**src/rtl/i2c_master_controller.sv**
```systemverilog
`timescale 1ns/1ps
`default_nettype none
// ============================================================================
// Module  : i2c_master_controller
// Brief   : Bit-level I2C master write sequencer driving an external shift
//           register (Load/Shift/ShiftCLK) and the SCL/SDA bus lines.
// Revision: 1.0 - initial release
// ============================================================================
module i2c_master_controller #(
    parameter int CLK_DIV = 125
) (
    input  logic CLK,
    input  logic RESET,
    input  logic Go,
    input  logic Last,
    input  logic ShiftOut,
    input  logic SDA_in,
    output logic Load,
    output logic Shift,
    output logic ShiftCLK,
    output logic SCL,
    output logic SDA_out,
    output logic Busy,
    output logic Done,
    output logic AckErr
);

    localparam int                c_qw   = (CLK_DIV > 1) ? $clog2(CLK_DIV) : 1;
    localparam logic [c_qw-1:0]   c_qmax = c_qw'(CLK_DIV - 1);

    localparam logic [2:0] c_st_idle  = 3'd0;
    localparam logic [2:0] c_st_start = 3'd1;
    localparam logic [2:0] c_st_bit   = 3'd2;
    localparam logic [2:0] c_st_ack   = 3'd3;
    localparam logic [2:0] c_st_stop  = 3'd4;

    logic [2:0]      r_state;
    logic [c_qw-1:0] r_qcnt;
    logic [1:0]      r_phase;
    logic [2:0]      r_bitcnt;

    logic [2:0]      w_nstate;
    logic [c_qw-1:0] w_nq;
    logic [1:0]      w_nph;
    logic [2:0]      w_nbit;

    logic w_qlast;
    logic w_state_end;
    logic w_first;
    logic w_go_acc;
    logic w_ack_smp;
    logic w_nack_next;
    logic w_last_cyc_next;
    logic w_scl_n;
    logic w_sda_n;
    logic w_load_n;
    logic w_shclk_n;

    assign w_qlast     = (r_qcnt == c_qmax);
    assign w_state_end = w_qlast && (r_phase == 2'd3);
    assign w_first     = (r_qcnt == '0) && (r_phase == 2'd0);
    assign w_go_acc    = (r_state == c_st_idle) && Go;
    assign w_ack_smp   = (r_state == c_st_ack) && (r_phase == 2'd2) && w_qlast;
    // NACK value as it will stand after this edge (matters when CLK_DIV=1)
    assign w_nack_next = w_ack_smp ? SDA_in : AckErr;

    // Sequencing: quarter counter, phase and bit counter
    always_comb begin
        w_nstate = r_state;
        w_nq     = r_qcnt;
        w_nph    = r_phase;
        w_nbit   = r_bitcnt;
        if (r_state != c_st_idle) begin
            if (w_qlast) begin
                w_nq  = '0;
                w_nph = r_phase + 2'd1;
            end else begin
                w_nq = r_qcnt + 1'b1;
            end
        end
        case (r_state)
            c_st_idle: begin
                if (Go) begin
                    w_nstate = c_st_start;
                    w_nq     = '0;
                    w_nph    = 2'd0;
                end
            end
            c_st_start: begin
                if (w_state_end) begin
                    w_nstate = c_st_bit;
                    w_nbit   = 3'd0;
                end
            end
            c_st_bit: begin
                if (w_state_end) begin
                    if (r_bitcnt == 3'd7) begin
                        w_nstate = c_st_ack;
                    end else begin
                        w_nbit = r_bitcnt + 3'd1;
                    end
                end
            end
            c_st_ack: begin
                // Load was raised for this final cycle only when another byte follows
                if (w_state_end) begin
                    if (Load) begin
                        w_nstate = c_st_bit;
                        w_nbit   = 3'd0;
                    end else begin
                        w_nstate = c_st_stop;
                    end
                end
            end
            c_st_stop: begin
                if (w_state_end) begin
                    w_nstate = c_st_idle;
                end
            end
            default: begin
                w_nstate = c_st_idle;
                w_nq     = '0;
                w_nph    = 2'd0;
            end
        endcase
    end

    assign w_last_cyc_next = (w_nq == c_qmax) && (w_nph == 2'd3);

    // Registered outputs are derived from the state the next cycle will be in
    always_comb begin
        w_scl_n = 1'b1;
        w_sda_n = SDA_out;
        case (w_nstate)
            c_st_idle: begin
                w_sda_n = 1'b1;
            end
            c_st_start: begin
                w_sda_n = ~w_nph[1];
            end
            c_st_bit: begin
                w_scl_n = w_nph[1];
                // SDA moves one CLK after SCL falls: the shift tick lands on that
                // same edge, so ShiftOut is only valid one cycle into phase 0.
                if ((r_state == c_st_bit) && w_first) begin
                    w_sda_n = ShiftOut;
                end
            end
            c_st_ack: begin
                w_scl_n = w_nph[1];
                if ((r_state == c_st_ack) && w_first) begin
                    w_sda_n = 1'b1;
                end
            end
            c_st_stop: begin
                w_scl_n = w_nph[1];
                if (w_nph == 2'd3) begin
                    w_sda_n = 1'b1;
                end else if ((r_state == c_st_stop) && w_first) begin
                    w_sda_n = 1'b0;
                end
            end
            default: begin
                w_scl_n = 1'b1;
                w_sda_n = 1'b1;
            end
        endcase
    end

    // Last and the ACK result are taken on the edge entering the final ACK cycle
    assign w_load_n  = w_go_acc ||
                       ((w_nstate == c_st_ack) && w_last_cyc_next && !Last && !w_nack_next);
    assign w_shclk_n = (w_nstate == c_st_bit) && w_last_cyc_next && (w_nbit != 3'd7);

    always_ff @(posedge CLK or posedge RESET) begin
        if (RESET) begin
            r_state  <= c_st_idle;
            r_qcnt   <= '0;
            r_phase  <= 2'd0;
            r_bitcnt <= 3'd0;
            SCL      <= 1'b1;
            SDA_out  <= 1'b1;
            Load     <= 1'b0;
            Shift    <= 1'b0;
            ShiftCLK <= 1'b0;
            Busy     <= 1'b0;
            Done     <= 1'b0;
            AckErr   <= 1'b0;
        end else begin
            r_state  <= w_nstate;
            r_qcnt   <= w_nq;
            r_phase  <= w_nph;
            r_bitcnt <= w_nbit;
            SCL      <= w_scl_n;
            SDA_out  <= w_sda_n;
            Load     <= w_load_n;
            Shift    <= (w_nstate == c_st_bit);
            ShiftCLK <= w_shclk_n;
            Busy     <= (w_nstate != c_st_idle);
            Done     <= (r_state == c_st_stop) && (w_nstate == c_st_idle);
            AckErr   <= w_go_acc ? 1'b0 : w_nack_next;
        end
    end

endmodule
`default_nettype wire

```
**config.mk**
```make
export PLATFORM = sky130hd
export DESIGN_NAME = i2c_master_controller
export DESIGN_NICKNAME = d
export VERILOG_FILES = /design/src/rtl/i2c_master_controller.sv
export SDC_FILE = /design/constraint.sdc
export NUM_CORES = 1
export LEC_CHECK = 0
export BUFFER_PORTS_ARGS = -buffer_cell sky130_fd_sc_hd__buf_2
export CORE_ASPECT_RATIO = 1.5
export CORE_MARGIN = 2
export CORE_UTILIZATION = 48
export CTS_CLUSTER_SIZE = 20
export DETAILED_ROUTE_END_ITERATION = 8
export PLACE_DENSITY = 0.68
export SYNTH_ARGS = -nofsm -noshare
export SYNTH_HDL_FRONTEND = slang
export SYNTH_SLANG_ARGS = --single-unit
```
**constraint.sdc**
```tcl
create_clock -name CLK -period 2 [get_ports CLK]
set_input_delay 0 -clock CLK [delete_from_list [all_inputs] [get_ports CLK]]
set_output_delay 0 -clock CLK [all_outputs]
set_load 0.02 [all_outputs]
```
======== Word level (Yosys, flattened, before mapping) ========
Index checks and enable logic that the tools add are counted.
word-level totals
  register bits ........................... 23
  bits of input ports ..................... 6
  output and inout port bits .............. 8
  logic and storage cells ................. 91
operators by class
  $add $sub $neg .......................... 3
  equal/unequal tests ..................... 18
  mux-type cells .......................... 30
  bitwise operators ....................... 1
  reduce and logical (&&, ||, !) cells .... 27
operators with widths
  cell                                                                    number
  3-bit two-way mux                                                       12
  7-bit two-way mux                                                       3
  1-bit logical AND                                                       15
  3-bit case mux with 5 select lines                                      1
  7-bit equality test (second input constant)                             2
  7-bit case mux with 2 select lines                                      1
  3-bit by 2-bit equality test with 1-bit output (second input constant)  4
  3-bit equality test (second input constant)                             3
  3-bit case mux with 3 select lines                                      1
  7-bit by 1-bit adder with 7-bit output (second input constant)          1
  7-bit logical NOT                                                       1
  1-bit two-way mux                                                       7
  2-bit equality test (second input constant)                             3
  3-bit by 1-bit equality test with 1-bit output (second input constant)  2
  3-bit logical NOT                                                       2
  2-bit two-way mux                                                       3
  3-bit inequality test (second input constant)                           2
  3-bit nonzero test                                                      2
  2-bit inequality test (second input constant)                           2
  1-bit case mux with 4 select lines                                      1
  2-bit case mux with 2 select lines                                      1
  4-bit OR reduction                                                      1
  3-bit by 1-bit adder with 3-bit output (second input constant)          1
  3-bit AND reduction                                                     1
  6 further kinds                                                         7

======== Logic depth before layout (Yosys ltp) ========
  depth after elaboration ................. 11
  depth in mapped cells ................... 9
  depth with buffers taken out ............ 9

======== Least setup slack after synthesis ========
Ideal clock, no wire load.
  path type ............................... reg2reg
  from .................................... register r_state[0]
  to ...................................... register ShiftCLK
  setup time .............................. 0.099 ns
  data arrival time ....................... 1.884 ns
  required time ........................... 1.901 ns
  path slack .............................. 0.016 ns
  cell stages (with the launch flop) ...... 8
  buffers on the path ..................... 1
  period minus slack after synthesis ...... 1.984 ns
  cells stage by stage .................... dfrtp_1 > buf_6 > or4_4 > a21boi_2 > o2111ai_2 > a221oi_2 > nand4_1 > a311oi_1
on the way
  longest elaborated chain between the ends .. 8
  elaborated cells between the ends (all ways) .. 28
  classes of those cells .................. eq/ne (8); mux (14); reduce/logical (6)
ends and longest elaborated chain
  what                                                                                      line  text
  start: declaration                                                                        37    logic [2:0] r_state;
  start signal: assignment                                                                  177   r_state <= c_st_idle;
  start signal: assignment                                                                  190   r_state <= w_nstate;
  3-bit nonzero test                                                                        73    if (r_state != c_st_idle) begin
  7-bit two-way mux or 2-bit two-way mux (tied branches)                                    73
  7-bit two-way mux or 2-bit two-way mux (tied branches)                                    83    if (Go) begin
  7-bit case mux with 2 select lines or 2-bit case mux with 2 select lines (tied branches)  81    case (r_state)
  7-bit equality test or 2-bit equality test (tied branches)                                128   assign w_last_cyc_next = (w_nq == c_qmax) && (w_nph == 2'd3);
  1-bit logical AND                                                                         128
  1-bit logical AND                                                                         173   assign w_shclk_n = (w_nstate == c_st_bit) && w_last_cyc_next && (w_nbit != 3'd7);
  1-bit logical AND *                                                                       173
  via w_shclk_n                                                                             57    logic w_shclk_n;
  end signal: assignment                                                                    198   ShiftCLK <= w_shclk_n;
  end: declaration                                                                          20    output logic ShiftCLK,
The timed path passes the listed nets; every way through them passes the cells marked *.
A chain may end at the register's enable or synchronous reset.

======== Worst setup path in the final report ========
  from .................................... register r_qcnt[1]
  to ...................................... register ShiftCLK
on the way
  elaborated cells between the ends (all ways) .. 27
  classes of those cells .................. add/sub (1); eq/ne (5); mux (17); reduce/logical (4)
RTL lines
  what                                         line         text
  start: declaration                           38           logic [c_qw-1:0] r_qcnt;
  start signal: assignment                     191          r_qcnt <= w_nq;
  7-bit equality test *                        59           assign w_qlast = (r_qcnt == c_qmax);
  1-bit logical AND *                          60           assign w_state_end = w_qlast && (r_phase == 2'd3);
  3-bit two-way mux, on equally long branches  106, 90, 96
  3-bit case mux with 3 select lines *         81
  via w_nbit[1]                                45           logic [2:0] w_nbit;
  3-bit inequality test *                      173
  1-bit logical AND *                          173
  via w_shclk_n                                57
Marked as above.

==> results.json <==
{
  "io_pins": 14,
  "antenna_cells": 0,
  "power.internal_uw": 1180,
  "ys_seq_area_share_pct": 42.4,
  "status": "complete, no violations",
  "drc_errors": 0,
  "path_clk_slew_ns": 0.08,
  "cp.required_ns": 2.18,
  "antenna_found_initial": 0,
  "synthArstFlopShare_pct": 100,
  "timing.fmax_mhz": 501,
  "combPwrFrac_pct": 50.0,
  "dr_total_vias": 1260,
  "drive_gt1_share_pct": 30.8,
  "cts_root_buf": "clkbuf_8",
  "synth_top_cells_by_area": "dfrtp_1 39%, ha_1 5.5%, o21ai_0 4.4%",
  "finalCriticalPeriod_ns": 1.99,
  "dpl.hpwl_mm": 2.51,
  "hp-start": "SDA_in",
  "pwr-share-seq_pct": 35.0,
  "worstRegToRegCells": 7,
  "die_x_um": 47.5,
  "final-max-slew-violation-count": 0,
  "p_leak_uw": 0.000775,
  "routedWlPerCell_um": 15.1,
  "clockPowerShare_pct": 14.9,
  "fin_nets": 198,
  "startpoint": "r_qcnt[1]",
  "r2r_setup_slack_ns": 0.006,
  "htreeDepth": 1,
  "grtUsageTotal_pct": 23.0,
  "ys_ff_latch": 23,
  "synth_nets": 162,
  "yosys-top-cells-count": "21 x dfrtp_1, 15 x nor2_1, 12 x o21ai_0",
  "drtIter0Drc": 35,
  "grt_pass1_vias": 1239,
  "clk_latency_ns": 0.27,
  "area_growth_pct": 25.7,
  "avgSynthCellArea_um2": 9.09,
  "crit_fanout": 4,
  "critical_path_class": "reg2reg",
  "yosysMostFrequentCell": "dfrtp_1",
  "grt_pass1_wl_mm": 5.56,
  "r2r-start": "r_qcnt[1]",
  "peakVddDrop_mv": 0.805,
  "fp-row-count": 23,
  "mappedNetlistArea_um2": 1360,
  "synth_flop_cell": "dfrtp_1",
  "grt_max_degree": 24,
  "reg2reg_to": "ShiftCLK",
  "yosysWarnings": 0,
  "power_density_nw_per_um2": 1140,
  "finalSetupViolCount": 0,
  "cp-end-kind": "flop",
  "skew_ns": 0.00174,
  "cap_violations": 0,
  "gp_congestion": 0.833,
  "synth_edf_count": 0,
  "synth_top_area_share_pct": 38.5,
  "n_fill_cell": 245,
  "p_switching_uw": 777,
  "synth_area_leader_cell": "dfrtp_1",
  "syn_inst": 150,
  "tightest_slew_ns": 0.872,
  "crit_end": "ShiftCLK",
  "initial_utilization_pct": 51.0,
  "timing.final.crit_share_pct": 99.7,
  "die-height_um": 69.3,
  "grt_overflow": 0,
  "hold_slack_ns": 0.0295,
  "vias_per_cell": 5.68,
  "antenna_left": 0,
  "rsz0062_at_grt": "yes",
  "arrival_ns": 2.17,
  "cts_made_buffers": 3,
  "hold_viol": 0,
  "holdCritPathClass": "in2reg",
  "io_buffers": 13,
  "die_area_um2": 3290,
  "timing.slew.headroom_pct": 41.8,
  "core_area_um2": 2680,
  "start_kind": "flop",
  "cts_sinks": 23,
  "utilization_pct": 64.0,
  "cts_tree": "yes",
  "clock_path_buffers": 2,
  "swShare_pct": 39.6,
  "drt_wl_total_mm": 3.36,
  "synth.distinct_cells": 44,
  "dr.pass1.iters": 4
}
## sequential cells by signal, indices dropped and copies added, names as in the netlist
signal	count
Done	1
Busy	1
r_qcnt	7
r_state	3
Load	1
AckErr	1
r_phase	2
SCL	1
Shift	1
SDA_out	1
r_bitcnt	3
ShiftCLK	1
## power groups by stage
stage / Clock (uW) / Combinational, uW / Sequential, uW
CTS: 298 / 913 / 680
floorplan: 0 / 551 / 721
global route: 324 / 1080 / 699
global placement: 0 / 864 / 685
finish: 293 / 981 / 687
detailed placement: 0 / 897 / 690
## layer usage
metal  GRT usage, %  vias to the layer above  routed length (um)
met5              0                        -                   0
met4           12.0                        0                 126
met3           1.56                        9                  80
met2           39.2                       40                1870
met1           26.7                      605                1280
li1               -                      606                   -
## area by class of cell
class	instances	area (um^2)	share of cell area, %
Multi-Input combinational cell	113	762	44.5
Inverter	8	30.0	1.75
Sequential cell	23	578	33.7
Timing Repair Buffer	37	253	14.7
Tap cell	37	46.3	2.70
Clock buffer	4	45.0	2.63
## worst max-delay path, stage by stage (launching register included)
cell and delay, ns:
dfrtp_1 0.38, inv_1 0.11, ha_4 0.17, nand3_1 0.13, or2_2 0.35, o31ai_1 0.28
o21ai_0 0.21, a311oi_2 0.27
## cell families after synthesis
group | synth area share (%)
XOR/XNOR | 2.57
adder cells (fa/ha/maj) | 5.50
multiplexers | 0.734
buffers and inverters | 4.77
AND/OR/NAND/NOR | 24.2
flip-flops | 42.4
AO/OA/AOI/OAI | 19.8
## repair_timing
action                     in CTS  in global routing
gates resized for setup         2                  7
hold buffers                    2                  1
setup endpoints to repair       4                  4
cloned                          0                  0
hold endpoints to repair       22                  1
setup buffers                   0                  3
pin swaps                       2                  5
## placed cells by master (no fill, tap or decap), types with 5 or more instances in the layout
cell type  count
buf_4         21
o21ai_0       11
a21oi_1        6
buf_2         13
inv_1          7
dfrtp_1       21
nand4_1        5
nand3_1        9
ha_1           5
nand2_1       11
nor2_1        15
## how the worst min path moves through the flow
| stage | to | slack [ns] | depth (start not counted) |
|---|---|---|---|
| after CTS | Load | 0.02 | 3 |
| final | AckErr | 0.03 | 3 |
| after floorplan | AckErr | 0.0004 | 1 |
| after global placement | r_phase[0] | 0.22 | 2 |
| after global routing | AckErr | 0.08 | 3 |
| after detailed placement | r_phase[0] | 0.22 | 2 |
## through the flow
stage	instances	worst slack (ns)	cell area, um^2	setup TNS [ns]	power (uW)
after global routing	222	-0.163	1710	-0.209	2100
after floorplan	150	0.0161	1360	0	1270
final	222	0.00575	1710	0	1960
after detailed placement	212	-0.0461	1580	-0.123	1590
after global placement	212	-0.0555	1580	-0.124	1550
after CTS	218	0.00454	1650	0	1890
(Power assumes the default switching activity.)
